**src/rtl/stopwatch_bcd_pkg.sv**
```systemverilog
// stopwatch_bcd_pkg: shared FSM encodings, BCD limits and 7-segment patterns for the stopwatch
package stopwatch_bcd_pkg;
  typedef enum logic [1:0] {IDLE = 2'd0, RUN = 2'd1, PAUSE = 2'd2} state_t;
  localparam logic [3:0] ONES_MAX = 4'd9;
  localparam logic [3:0] TENS_MAX = 4'd5;
  localparam logic [6:0] SEG_0 = 7'b1000000;
  localparam logic [6:0] SEG_1 = 7'b1111001;
  localparam logic [6:0] SEG_2 = 7'b0100100;
  localparam logic [6:0] SEG_3 = 7'b0110000;
  localparam logic [6:0] SEG_4 = 7'b0011001;
  localparam logic [6:0] SEG_5 = 7'b0010010;
  localparam logic [6:0] SEG_6 = 7'b0000010;
  localparam logic [6:0] SEG_7 = 7'b1111000;
  localparam logic [6:0] SEG_8 = 7'b0000000;
  localparam logic [6:0] SEG_9 = 7'b0010000;
  localparam logic [6:0] SEG_OFF = 7'b1111111;
  function automatic logic [6:0] seg_of(input logic [3:0] d);
    case (d)
      4'd0: seg_of = SEG_0;
      4'd1: seg_of = SEG_1;
      4'd2: seg_of = SEG_2;
      4'd3: seg_of = SEG_3;
      4'd4: seg_of = SEG_4;
      4'd5: seg_of = SEG_5;
      4'd6: seg_of = SEG_6;
      4'd7: seg_of = SEG_7;
      4'd8: seg_of = SEG_8;
      4'd9: seg_of = SEG_9;
      default: seg_of = SEG_OFF;
    endcase
  endfunction
endpackage

```
**src/rtl/stopwatch_bcd_bcd_digit.sv**
```systemverilog
// bcd_digit: one BCD counter digit with clear, increment and carry-out at a programmable maximum
module bcd_digit (
  input  logic       clk,
  input  logic       rst_n,
  input  logic       clr,
  input  logic       inc,
  input  logic [3:0] max_val,
  output logic [3:0] digit,
  output logic       carry
);
  assign carry = inc & (digit >= max_val);
  // digit register: clear wins, otherwise wrap to 0 on carry or step by one
  always_ff @(posedge clk or negedge rst_n)
    if (!rst_n) digit <= '0;
    else if (clr) digit <= '0;
    else if (inc) digit <= carry ? 4'd0 : digit + 4'd1;
endmodule

```
**src/rtl/stopwatch_bcd.sv**
```systemverilog
// stopwatch_bcd: MM:SS BCD stopwatch driven by a synchronized 1 Hz wave; STOPWATCH_SEG_EN adds a scanned 7-segment output
module stopwatch_bcd
  import stopwatch_bcd_pkg::*;
#(
  parameter int SYNC_STAGES  = 2,
  parameter int MAX_MIN_TENS = 5,
  parameter int SCAN_DIV     = 100_000
) (
  input  logic       i_clk_100MHz,
  input  logic       i_rst_n,
  input  logic       i_clk_1Hz,
  input  logic       i_start,
  input  logic       i_stop,
  input  logic       i_clear,
  output logic [3:0] o_sec_ones,
  output logic [3:0] o_sec_tens,
  output logic [3:0] o_min_ones,
  output logic [3:0] o_min_tens,
  output logic       o_running,
`ifdef STOPWATCH_SEG_EN
  output logic [6:0] o_seg,
  output logic [3:0] o_an,
`endif
  output logic       o_rollover
);
  logic [SYNC_STAGES-1:0] sync;
  logic                   dly;
  logic                   tick;
  logic                   inc;
  logic [3:0]             c;
  state_t                 state;
  state_t                 nxt;
  // shift the async 1 Hz wave through the synchronizer, plus one delay flop for edge detection
  always_ff @(posedge i_clk_100MHz or negedge i_rst_n)
    if (!i_rst_n) begin
      sync <= '0;
      dly  <= 1'b0;
    end else begin
      sync <= {sync[SYNC_STAGES-2:0], i_clk_1Hz};
      dly  <= sync[SYNC_STAGES-1];
    end
  assign tick = sync[SYNC_STAGES-1] & ~dly;
  assign nxt  = i_clear ? IDLE : i_stop ? (state == RUN ? PAUSE : state) : i_start ? RUN : state;
  assign inc  = tick & (state == RUN) & ~i_clear;
  // control FSM with registered running flag
  always_ff @(posedge i_clk_100MHz or negedge i_rst_n)
    if (!i_rst_n) begin
      state     <= IDLE;
      o_running <= 1'b0;
    end else begin
      state     <= nxt;
      o_running <= nxt == RUN;
    end
  bcd_digit u_sec_ones (.clk(i_clk_100MHz), .rst_n(i_rst_n), .clr(i_clear), .inc(inc),  .max_val(ONES_MAX), .digit(o_sec_ones), .carry(c[0]));
  bcd_digit u_sec_tens (.clk(i_clk_100MHz), .rst_n(i_rst_n), .clr(i_clear), .inc(c[0]), .max_val(TENS_MAX), .digit(o_sec_tens), .carry(c[1]));
  bcd_digit u_min_ones (.clk(i_clk_100MHz), .rst_n(i_rst_n), .clr(i_clear), .inc(c[1]), .max_val(ONES_MAX), .digit(o_min_ones), .carry(c[2]));
  bcd_digit u_min_tens (.clk(i_clk_100MHz), .rst_n(i_rst_n), .clr(i_clear), .inc(c[2]), .max_val(4'(MAX_MIN_TENS)), .digit(o_min_tens), .carry(c[3]));
  // carry out of the top digit marks the wrap to 00:00, flagged in the same cycle the zeros appear
  always_ff @(posedge i_clk_100MHz or negedge i_rst_n)
    if (!i_rst_n) o_rollover <= 1'b0;
    else o_rollover <= c[3];
`ifdef STOPWATCH_SEG_EN
  localparam int CW = SCAN_DIV > 1 ? $clog2(SCAN_DIV) : 1;
  logic [CW-1:0] cnt;
  logic [1:0]    idx;
  logic [1:0]    nidx;
  logic [3:0]    sel;
  assign nidx = cnt == CW'(SCAN_DIV - 1) ? idx + 2'd1 : idx;
  assign sel  = nidx == 2'd0 ? o_sec_ones : nidx == 2'd1 ? o_sec_tens : nidx == 2'd2 ? o_min_ones : o_min_tens;
  // scan timer; anode and segments are both loaded from the next index so they switch together
  always_ff @(posedge i_clk_100MHz or negedge i_rst_n)
    if (!i_rst_n) begin
      cnt   <= '0;
      idx   <= 2'd0;
      o_an  <= 4'b1110;
      o_seg <= SEG_0;
    end else begin
      cnt   <= cnt == CW'(SCAN_DIV - 1) ? '0 : cnt + CW'(1);
      idx   <= nidx;
      o_an  <= ~(4'b0001 << nidx);
      o_seg <= seg_of(sel);
    end
`endif
endmodule
```
**config.mk**
```make
export PLATFORM = sky130hd
export DESIGN_NAME = stopwatch_bcd
export DESIGN_NICKNAME = d
export VERILOG_FILES = /design/src/rtl/stopwatch_bcd_pkg.sv /design/src/rtl/stopwatch_bcd_bcd_digit.sv /design/src/rtl/stopwatch_bcd.sv
export SDC_FILE = /design/constraint.sdc
export NUM_CORES = 1
export LEC_CHECK = 0
export ABC_AREA = 1
export CAP_MARGIN = 15
export CORE_UTILIZATION = 55
export DETAILED_ROUTE_END_ITERATION = 12
export DONT_BUFFER_PORTS = 1
export PLACE_DENSITY = 0.79
export SKIP_LAST_GASP = 1
export SLEW_MARGIN = 20
export SYNTH_ARGS = -nofsm -noshare
export SYNTH_HDL_FRONTEND = slang
export SYNTH_SLANG_ARGS = --single-unit
```
**constraint.sdc**
```tcl
create_clock -name i_clk_100MHz -period 1.7 [get_ports i_clk_100MHz]
set_input_delay 0.085 -clock i_clk_100MHz [delete_from_list [all_inputs] [get_ports i_clk_100MHz]]
set_output_delay 0.085 -clock i_clk_100MHz [all_outputs]
set_load 0.01 [all_outputs]
```
Word-level counts from Yosys, hierarchy flattened:

Index checks and enable logic that the tools add are counted.

* flip-flop bits (word level): 23
* bits of input ports: 6
* logic and storage cells: 48

* add/sub/neg operators: 4
* magnitude comparators: 4
* eq/ne operators: 2
* multiplexer cells: 16
* bitwise logic cells: 9
* reduce and logical (&&, ||, !) cells: 4

Operators by type and width (count)
* 4-bit two-way mux: 12
* 4-bit by 1-bit adder with 4-bit output, second input constant: 4
* 4-bit by 3-bit greater-or-equal comparator with 1-bit output, second input constant: 2
* 4-bit greater-or-equal comparator, second input constant: 2
* 2-bit two-way mux: 4
* 2-bit nonzero test: 4
* 1-bit AND: 7
* 2-bit by 1-bit == test with 1-bit output, second input constant: 2
* 1-bit inverter: 2

Longest topological paths before layout:

* depth in word-level cells: 11
* mapped depth: 11
* mapped depth without buffers: 11

Modules after synthesis:

Synthesis repeated with hierarchy kept, for this count alone.

* cell total of the unflattened synthesis: 213
* area total of the unflattened synthesis: 1645.3 um2

Modules (own cells, without submodules)
* bcd_digit: instances 4, cells an instance 47, area each 347.8 um2, seq. area each 100.1 um2
* stopwatch_bcd: instances 1, cells an instance 25, area each 254.0 um2, seq. area each 175.2 um2

Least setup slack after synthesis:

OpenSTA, ideal clock, no wires.

* kind: register to register
* start: register u_sec_ones.digit[0]
* end: register u_sec_tens.digit[2]
* library setup time: 0.119 ns
* arrival: 1.334 ns
* data required time: 1.581 ns
* slack: 0.246 ns
* stages on the path, launching flop included: 11
* buffers on the path: 0
* clock period less this slack: 1.454 ns
* path through: dfrtp_1 inv_1 ha_1 nand2_1 nor2_4 nor2_1 nand2_2 nand2_1 nand3_1 nand2_1 nor2_1

* word-level cells in the longest chain between the ends: 6
* elaborated cells on any way between the ends: 7
* those cells by class: 1 x order compare; 3 x mux; 2 x bitwise; 1 x reduce/logical

RTL lines
* start, declared: line stopwatch_bcd_bcd_digit.sv:8 `output logic [3:0] digit,`
* start signal, assigned: line stopwatch_bcd_bcd_digit.sv:16 `else if (inc) digit <= carry ? 4'd0 : digit + 4'd1;`
* 4-bit greater-or-equal comparator (*): line stopwatch_bcd_bcd_digit.sv:11 `assign carry = inc & (digit >= max_val);`
* 1-bit AND (*): line stopwatch_bcd_bcd_digit.sv:11
* 1-bit AND: line stopwatch_bcd_bcd_digit.sv:11
* 4-bit two-way mux (2 in a row): line stopwatch_bcd_bcd_digit.sv:16
* 4-bit two-way mux: line stopwatch_bcd_bcd_digit.sv:15 `else if (clr) digit <= '0;`
* end signal, assigned: line stopwatch_bcd_bcd_digit.sv:16
* end, declared: line stopwatch_bcd_bcd_digit.sv:8

Every way passes the cells marked *; elsewhere a longest branch is shown, timed or not. The select of a mux whose other input is x is not followed.
A chain may end at the register's enable or synchronous reset.

Worst setup path after layout:

Same ends and word-level chain as after synthesis.

==> key figures <==
STA
  – Tmin final: 1.619 ns
  – Worst Skew: 0.008888 ns
  – Final setup vio count: 0
  – Normalized max-slew margin: 0.6666
  – Worst setup margin: 0.08053 ns
  – RSZ-0062 raised after global routing: true
  – Fmax: 617.5 MHz
  – Fin crit share: 0.9526
  – Slew @ Worst Pin: 0.5001 ns
  – Count of pins over their slew limit: 0
  – Final hold vios: 0

Drt
  – DR pass1 iterations: 4
  – # DRC: 0
  – Vias per std cell: 5.403
  – DR vias: 1,005
  – Final WL: 2.475 mm
  – Post-route ant nets: 0
  – Routed len/inst: 13.31 um
  – Initial drt markers: 28

Floorplan
  – Die area: 2560 sq um
  – # rows: 17
  – Overall die height: 50.60 um
  – DIE WIDTH: 50.60 um
  – Starting density of the core: 0.5871
  – Io pins: 24
  – Core area: 2212 sq um

Place
  – Port Buf Inserts: 0
  – HPWL after DPL: 1.801 mm
  – Placer Congestion: 0.7476
  – Post-Place Worst Slack: 0.03838 ns

Final layout
  – Area of the multi-input gates: 634.4 sq um
  – Diode count: 0
  – Synthesis-to-layout area growth: 9.730%
  – Sequential cell area: 580.6 sq um
  – Ratio of cells with drive above 1 in the final layout: 0.1646
  – Filler instances: 198
  – Final nets: 177

Setup path
  – Startpoint types: flop
  – R2R cell count: 10
  – Crit end category: flop
  – Crit Path Max Fanout: 5
  – Setup CP Type: flop to flop
  – R2R Setup Slk: 0.08 ns
  – Reg2reg end: u_sec_tens.digit[2]
  – Worst EP arrival: 1.85 ns
  – Worst R2R Start: u_sec_ones.digit[0]
  – CP Data Required Time: 1.93 ns

Global route
  – First-pass GRT wire length: 4.202 mm
  – Number of global-route vias before repair: 1,011
  – Largest net degree at the start of global routing: 24
  – GRT Util Overall: 0.2221
  – GRT overflow: 0
  – Antenna violations before repair: 0

Synthesis
  – Ys async rst share: 1.000
  – Cell variety after synth: 21
  – Synth top area share: 0.4432
  – EDFF count, synth: 0
  – Cell area after synthesis: 1299 sq um
  – #FFs+latches synth: 23
  – Post-Syn Instances: 149
  – Synth warn: 0
  – Largest cells by area after synthesis: dfrtp_1, ha_1, nand2_1
  – Ys flop type: dfrtp_1
  – Register area share after synthesis: 0.4432
  – Syn_area_per_cell: 8.716 sq um
  – Net count after synthesis: 167
  – Cell accounting for the most synthesized area: dfrtp_1

Clock network
  – Cts bufs inserted: 3
  – # clock sinks: 23
  – Htree depth: 1
  – Clock Latency Late Sink: 0.32 ns
  – Clock transition at the registers of the reported paths: 0.13 ns
  – CTS tree: done
  – CTS max path bufs: 2
  – Post-CTS setup buffers: 0
  – Root buf cell: clkbuf_4

Power
  – Overall power: 947.4 uW
  – Pleak: 0.7694 nW
  – PwrDens: 664.8 nW/um^2
  – Peak supply drop: 0.4406 mV

Run status
  – Outcome: complete, no violations

Min path
  – Hold Startpoint: i_stop
  – Hold depth: 4
  – Path type of the worst min-delay path: input port to flop
  – Hold worst-path end: state[1]

Flow run
  – Max Cap Viol: 0
what timing repair did:
action,4_1_cts,5_1_grt
gates resized for setup,0,6
endpoints found under the hold margin,34,23
endpoints found under the setup margin,0,8
hold buffers,3,1
final cells by class:
class / instances / share of cell area
repair buffers: 6 / 0.03512
inverters: 26 / 0.06848
clock buffers: 3 / 0.01580
flip-flops and latches: 23 / 0.4074
multi-input cells: 99 / 0.4451
clock inverters: 1 / 0.003512
well taps: 28 / 0.02458
cells in the mapped netlist, types with 4 or more instances:
cell / number
o21ai_1: 4
nand3_1: 9
a21oi_1: 7
inv_1: 21
nand2_1: 34
nor2_4: 5
nor2_1: 7
xor2_1: 5
nand4_1: 8
ha_1: 12
inv_2: 4
dfrtp_1: 23
how the worst max path moves through the flow:
stage,start,end,slack (ns),cells past startpoint
5_1_grt,u_sec_ones.digit[0],u_sec_tens.digit[2],-0.01,10
3_5_place_dp,u_sec_ones.digit[0],u_sec_tens.digit[2],0.04,10
2_1_floorplan,u_sec_ones.digit[0],u_sec_tens.digit[2],0.25,10
4_1_cts,u_sec_ones.digit[0],u_sec_tens.digit[2],0.03,10
3_3_place_gp,u_sec_ones.digit[0],u_sec_tens.digit[2],0.11,10
6_report,u_sec_ones.digit[0],u_sec_tens.digit[2],0.08,10
where the power goes:
part	internal [mW]	switching, mW	total, mW
clock	0.0883	0.173	0.261
sequential	0.564	0.0209	0.585
combinational	0.0339	0.0675	0.101
flip-flops by register name, indices dropped and copies added, names as in the netlist, 2 cells and up:
name / count
u_min_ones.digit: 4
sync: 2
u_min_tens.digit: 4
state: 2
u_sec_ones.digit: 4
u_sec_tens.digit: 4
logic make-up (layout without fill, tap and decap cells):
kind of cell / Yosys count / after routing / share of synthesized area
buffers and inverters: 27 / 36 / 0.07803
AO/OA/AOI/OAI: 13 / 13 / 0.05395
AND/OR/NAND/NOR: 69 / 69 / 0.2755
flip-flops: 23 / 23 / 0.4432
XOR/XNOR: 5 / 5 / 0.03372
adder cells (fa/ha/maj): 12 / 12 / 0.1156
critical path: stages, from the launching register on:
cell,delay (ns)
dfrtp_2,0.45
inv_1,0.10
ha_1,0.21
nand2_1,0.11
nor2_4,0.05
nor2_1,0.13
nand2_2,0.11
nand2_1,0.18
nand3_1,0.09
nand2_1,0.07
nor2_1,0.04
layout by cell type, fill, tap and decap left out, drive strengths merged:
master and instances:
buf 3, inv 25, ha 12, clkbuf 3, nand3 11, nor2 14, clkinv 2, dfrtp 23
xor2 5, nand2 35, o21ai 4, or2 1, o22ai 1, nand4 8, dlygate4sd3 3, a21oi 8
per-layer routing:
metal,global-route usage,wire (um)
met1,0.2500,1060
met3,0.04848,136
met4,0.1111,46
met5,0,0
met2,0.3911,1231
through the flow:
stage	instances	util	setup TNS [ns]	cell area, sq um	hold slack, ns
floorplan	149	-	0	1299	-0.2106
global placement	178	0.6080	0	1345	-0.2100
detailed placement	178	0.6080	0	1345	-0.2101
CTS	185	0.6341	0	1403	0.009168
global route	186	0.6442	-0.01038	1425	0.03541
finish	186	0.6442	0	1425	0.01371
No activity file was read; power rests on OpenSTA's default activity.
